<file path="src/rtl/present80_keysched_if.sv">
// rtl/present80_keysched_if.sv - round-key generator load/stream interface
// Groups the key-load request and the round-key valid/ready stream with its status flags.
interface present80_keysched_if;
    logic        start;
    logic [79:0] key_in;
    logic        rk_ready;
    logic        rk_valid;
    logic [63:0] rk_out;
    logic [5:0]  rk_round;
    logic        busy;
    logic        done;

    modport master (
        output start,
        output key_in,
        output rk_ready,
        input  rk_valid,
        input  rk_out,
        input  rk_round,
        input  busy,
        input  done
    );

    modport slave (
        input  start,
        input  key_in,
        input  rk_ready,
        output rk_valid,
        output rk_out,
        output rk_round,
        output busy,
        output done
    );
endinterface

</file>
<file path="src/rtl/present80_keysched.sv">
// rtl/present80_keysched.sv - PRESENT-80 sequential round-key generator
// Latches an 80-bit key and emits rk1..rk32, advancing the key register once per consumed round key.
module present80_keysched (
    input  logic                 clk,
    input  logic                 rst_n,
    present80_keysched_if.slave  bus
);

    typedef enum logic {
        IDLE = 1'b0,
        RUN  = 1'b1
    } state_t;

    state_t      state;
    state_t      state_nxt;
    logic [79:0] key_q;
    logic [5:0]  round_q;
    logic        done_q;
    logic        hs;
    logic        last;

    function automatic logic [3:0] sbox(input logic [3:0] x);
        logic [3:0] y;
        case (x)
            4'h0: y = 4'hC;
            4'h1: y = 4'h5;
            4'h2: y = 4'h6;
            4'h3: y = 4'hB;
            4'h4: y = 4'h9;
            4'h5: y = 4'h0;
            4'h6: y = 4'hA;
            4'h7: y = 4'hD;
            4'h8: y = 4'h3;
            4'h9: y = 4'hE;
            4'hA: y = 4'hF;
            4'hB: y = 4'h8;
            4'hC: y = 4'h4;
            4'hD: y = 4'h7;
            4'hE: y = 4'h1;
            default: y = 4'h2;
        endcase
        return y;
    endfunction

    // One key-schedule step: rotate left 61, S-box the top nibble, fold the round counter in.
    function automatic logic [79:0] key_update(input logic [79:0] k, input logic [4:0] r);
        logic [79:0] t;
        t          = {k[18:0], k[79:19]};
        t[79:76]   = sbox(t[79:76]);
        t[19:15]   = t[19:15] ^ r;
        return t;
    endfunction

    assign hs   = (state == RUN) && bus.rk_ready;
    assign last = (round_q == 6'd32);

    always_ff @(posedge clk or negedge rst_n) begin
        if (!rst_n) begin
            state <= IDLE;
        end else begin
            state <= state_nxt;
        end
    end

    always_comb begin
        state_nxt = state;
        case (state)
            IDLE: if (bus.start) state_nxt = RUN;
            RUN:  if (hs && last) state_nxt = IDLE;
            default: state_nxt = IDLE;
        endcase
    end

    // K only moves on a load or a consumed key below rk32; it keeps its final value after rk32.
    always_ff @(posedge clk or negedge rst_n) begin
        if (!rst_n) begin
            key_q   <= 80'd0;
            round_q <= 6'd0;
            done_q  <= 1'b0;
        end else begin
            done_q <= hs && last;
            if (state == IDLE) begin
                if (bus.start) begin
                    key_q   <= bus.key_in;
                    round_q <= 6'd1;
                end
            end else if (hs) begin
                if (last) begin
                    round_q <= 6'd0;
                end else begin
                    key_q   <= key_update(key_q, round_q[4:0]);
                    round_q <= round_q + 6'd1;
                end
            end
        end
    end

    always_comb begin
        bus.rk_valid = (state == RUN);
        bus.busy     = (state == RUN);
        bus.rk_out   = key_q[79:16];
        bus.rk_round = round_q;
        bus.done     = done_q;
    end

endmodule

</file>
<file path="src/flat_wrapper.sv">
// flat-port wrapper written by rule: the top's interface ports become plain ports
module present80_keysched_flat 
  (clk, rst_n, bus_start, bus_key_in, bus_rk_ready, bus_rk_valid, bus_rk_out, bus_rk_round, bus_busy, bus_done);
  present80_keysched_if bus_i ();
  input  logic clk;
  input  logic rst_n;
  input wire logic [$bits(bus_i.start)-1:0] bus_start;
  input wire logic [$bits(bus_i.key_in)-1:0] bus_key_in;
  input wire logic [$bits(bus_i.rk_ready)-1:0] bus_rk_ready;
  output wire logic [$bits(bus_i.rk_valid)-1:0] bus_rk_valid;
  output wire logic [$bits(bus_i.rk_out)-1:0] bus_rk_out;
  output wire logic [$bits(bus_i.rk_round)-1:0] bus_rk_round;
  output wire logic [$bits(bus_i.busy)-1:0] bus_busy;
  output wire logic [$bits(bus_i.done)-1:0] bus_done;
  assign bus_i.start = bus_start;
  assign bus_i.key_in = bus_key_in;
  assign bus_i.rk_ready = bus_rk_ready;
  assign bus_rk_valid = bus_i.rk_valid;
  assign bus_rk_out = bus_i.rk_out;
  assign bus_rk_round = bus_i.rk_round;
  assign bus_busy = bus_i.busy;
  assign bus_done = bus_i.done;
  present80_keysched u_core (.clk(clk), .rst_n(rst_n), .bus(bus_i));
endmodule
</file>
<file path="config.mk">
export PLATFORM = sky130hd
export DESIGN_NAME = present80_keysched_flat
export DESIGN_NICKNAME = d
export VERILOG_FILES = /design/src/rtl/present80_keysched_if.sv /design/src/rtl/present80_keysched.sv /design/src/flat_wrapper.sv
export SDC_FILE = /design/constraint.sdc
export NUM_CORES = 1
export LEC_CHECK = 0
export ABC_AREA = 1
export CAP_MARGIN = 25
export CORE_ASPECT_RATIO = 2
export CORE_MARGIN = 5
export CORE_UTILIZATION = 42
export DETAILED_ROUTE_END_ITERATION = 8
export PLACE_DENSITY = 0.73
export SYNTH_ARGS = -nofsm -noshare
export SYNTH_HDL_FRONTEND = slang
export SYNTH_SLANG_ARGS = --single-unit
</file>
<file path="constraint.sdc">
create_clock -name clk -period 2 [get_ports clk]
set_clock_uncertainty 0.1 [all_clocks]
set_input_delay 0.4 -clock clk [delete_from_list [all_inputs] [get_ports clk]]
set_output_delay 0.4 -clock clk [all_outputs]
set_load 0.03 [all_outputs]
</file>
Yosys cells after proc, flatten, opt, wreduce, memory -nomap -nowiden:

Memory sizes are Yosys's and may differ from the RTL's.
Index checks and enable logic that the tools add are counted.

* memories: 1
* ROM bits: 64
* input bits: 84
* logic and storage cells: 27
* register bits: 88

Memories
* (name not given): words 16, width 4, rd ports 1, clocked after Yosys merged registers in 0, wr ports 0, line present80_keysched.sv:24 `case (x)`

* eq/ne operators: 3
* bitwise gates (word level): 2
* reductions and logical operators: 5
* add/sub/neg operators: 1
* multiplexer cells: 11

Operator list (number)
* $mux 80: 4
* $mux 6: 4
* $add 6x1->6 const B: 1
* $eq 6x6->1 const B: 1
* $xor 5x5->5: 1
* $ne 2x2->1 const B: 2
* $reduce_and 3->1: 1
* $logic_and 1x1->1: 2
* $mux 1: 2
* $pmux 1 s2: 1
* $reduce_and 2->1: 1
* $reduce_bool 2->1: 1
* $not 1->1: 1

Logic depth before layout (Yosys ltp):

* depth in word-level cells: 4
* gate-level depth with buffers: 9
* mapped depth without buffers: 9

Worst setup path before layout:

No wires, ideal clock.

* path kind: reg-to-reg
* from: register u_core.round_q[0], in the netlist u_core.bus.rk_round[0]
* to: register u_core.key_q[15]
* arrival: 1467 ps
* path buffers: 1
* library setup time: 130 ps
* setup slack: 303 ps
* cell stages (with the launch flop): 8
* data required time: 1770 ps
* path through: dfrtp_1 > inv_1 > ha_1 > nand3_2 > nand2_2 > nand2_4 > clkbuf_1 > o21ai_0

* word-level cells in the longest chain between the ends: 4

Ends and longest elaborated chain
* start: declaration: line present80_keysched.sv:17 `logic [5:0] round_q;`
* start signal: assignment: line present80_keysched.sv:92 `round_q <= round_q + 6'd1;`
* parallel branches: the longest is 4 deep, another holds $eq 6x6->1
* end signal: assignment: line present80_keysched.sv:84 `key_q <= bus.key_in;`
* end signal: assignment: line present80_keysched.sv:91 `key_q <= key_update(key_q, round_q[4:0]);`
* end: declaration: line present80_keysched.sv:16 `logic [79:0] key_q;`

Parallel ways; which one is timed is not known. The select of a mux whose other input is x is not followed.
A chain may end at the register's enable or synchronous reset.

Worst setup path after layout:

* from: register u_core.key_q[32]
* to: output bus_rk_out[16]

RTL lines
* end: declaration: line flat_wrapper.sv:11 `output wire logic [$bits(bus_i.rk_out)-1:0] bus_rk_out;`

No word-level cell between the ends.

==> out/results.tsv <==
metric	value	unit
yosysUniqueCellTypes	22	
synth_fp_nets	824	
r2r-end	u_core.key_q[3]	
max-vdd-ir-drop	923	µV
setup_viol_count_final	0	
min_path_type	register to register	
post-route-min-period	1.97	ns
synth_top_area_share	42.8	%
wirelength	15500	µm
finalInstanceArea	0.00678	mm²
layout.cells.non_filler	969	
boundaryPins	157	
power.leakage	3.44	nW
rows	57	
relSlewSlack	67.1	%
ant_nets	0	
drc	0	
die_h	166	µm
cts_buffers	9	
synth_cells	733	
cts.sinks	88	
final_common_cell	nand2_1	
synthTopCellsByArea	dfrtp_1, nand2_1, buf_4	
gr-total-overflow	0	
clk_pin_slew	0.07	ns
hpwl	11700	µm
ff2ff_path_depth	8	
rsz0062_at_grt	false	
post_drt_wl_per_cell	16.0	µm
slowest_delay	0.74	ns
path_class	register to output pin	
syn_avg_cell_area	7.01	µm²
crit_fanout	3	
finalHoldViolCount	0	
required	1.50	ns
clkLatencyLatePin	0.33	ns
viasPerCell	4.80	
syn_area	0.00514	mm²
core	0.0121	mm²
cp-end-kind	output pin	
holdPathEnd	u_core.key_q[2]	
drt_first_pass_iters	5	
pwr_density_cell	1670	mW/mm²
ff2ff_setup_slack	0.28	ns
nets	907	
hold_path_startpoint	u_core.key_q[2]	
ys_seq_area_share	42.8	%
layout-drive-gt1-share	5.36	%
hold_path_depth	2	
gp_congestion	0.913	
dp_cells	951	
ys_ff_latch	88	
grt_start_max_net_pins	85	
grt_pass1_wl	24400	µm
crit_path_start_kind	register	
slew_violations	0	
crit_slowest_cell	clkdlybuf4s50_1	
final_cell_mix	nand2_1, clkdlybuf4s50_1, dfrtp_1	
cts_tree	built	
dieArea	0.0147	mm²
drt_iter0_drc	273	
grt_pass1_vias	4672	
synth_top_cell_by_area	dfrtp_1	
dpl_cell_area	0.00639	mm²
grtUsageTotal	21.6	%
worst_pin_slew	0.494	ns
start_util	42.6	%
path_cells	clkdlybuf4s50_1	
clockBufferDepth	2	
min_period_over_period	98.6	%
cp_num_buf_inv	1	
clockRootBuffer	clkbuf_16	
cp.arrival	1.47	ns
vias	4651	
fin_setup_tns	0	ns
cts_setup_buffers	0	
area_delta_synth_final	31.9	%
fp.dieW	88.2	µm
yosysWarningCount	0	
antenna_found_initial	1	
outcome	complete, no violations	
r2r-start	u_core.bus.rk_round[2]	
cap_violations	0	
max_freq	507	MHz
ctsHtreeMaxLevel	3	
path_delay_family	buffers and inverters	
port-buffer-count	156	
logic make-up after synthesis:
kind of cell	Yosys count	share of synthesized area (%)
AND/OR/NAND/NOR	426	32.1
buffers and inverters	144	16.6
flip-flops	88	42.8
adder cells (fa/ha/maj)	7	1.70
XOR/XNOR	2	0.341
AO/OA/AOI/OAI	66	6.47
cell type report:
class                   instances  area, µm²
multi-input cells             501       2090
well taps                     147        184
diodes                          1       2.50
flip-flops and latches         88       2200
inverters                      43        161
clock buffers                  10        239
repair buffers                173       1760
clock inverters                 6        138
fillers                      1128       5270
per-stage QoR:
stage	setup WS [ns]	hold WS, ns	total power [mW]	utilization (%)
global route	0.00237	0.398	12.2	56.2
finish	0.0271	0.374	11.3	56.2
CTS	0.00650	0.375	11.4	56.1
detailed placement	0.131	0.294	9.34	53.0
floorplan	0.303	0.00441	7.62	-
global placement	0.154	0.292	9.26	53.0
tightest hold or removal path, stage by stage (launching register included):
cell and delay, ns:
dfrtp_1 0.35, nand2_1 0.05, nand2_1 0.04
routing by layer:
metal | track usage [%] | part of all wire [%] | vias to the layer above
li1 | - | - | 2331
met1 | 24.9 | 36 | 2149
met2 | 38.9 | 56 | 150
met3 | 2.37 | 4.6 | 21
met4 | 9.21 | 2.8 | 0
met5 | 0 | 0 | -
Yosys cell counts:
cell      number
nand2_4        1
nand2_1      394
dfrtp_1       88
nand3_1       19
inv_1         40
nand3_2        1
clkbuf_2       1
o21ai_0       53
buf_2         16
nor2_1         6
ha_1           7
buf_6          3
a21oi_1        9
clkbuf_1      10
o21ai_1        2
nand2_2        1
o22ai_1        2
xor2_1         2
or2_2          3
inv_2          3
nor2_2         1
buf_4         71
worst max-delay path by stage:
stage	slack (ns)	cells past startpoint	to	from
2_1_floorplan	0.30	7	u_core.key_q[15]	u_core.bus.rk_round[0]
3_3_place_gp	0.15	8	u_core.key_q[12]	bus_rk_ready
3_5_place_dp	0.13	7	u_core.key_q[51]	bus_rk_ready
4_1_cts	0.007	1	bus_rk_out[52]	u_core.key_q[68]
5_1_grt	0.002	1	bus_rk_out[10]	u_core.key_q[26]
6_report	0.03	1	bus_rk_out[16]	u_core.key_q[32]
flip-flops by register name, summed over array words and instances, names as in the netlist:
name and count:
u_core.bus.busy 1, u_core.bus.done 1, u_core.bus.rk_round 6, u_core.key_q 80
power breakdown:
group	switching, mW	internal [mW]
sequential	0.596	2.49
clock	0.715	1.39
combinational	3.87	2.27
repair_timing:
action / CTS / global route
setup endpoints to repair: 8 / 4
cloned: 0 / 0
hold endpoints to repair: 31 / 0
resized for setup: 8 / 4
hold buffers: 1 / 0
No activity file was read; power rests on OpenSTA's default activity.
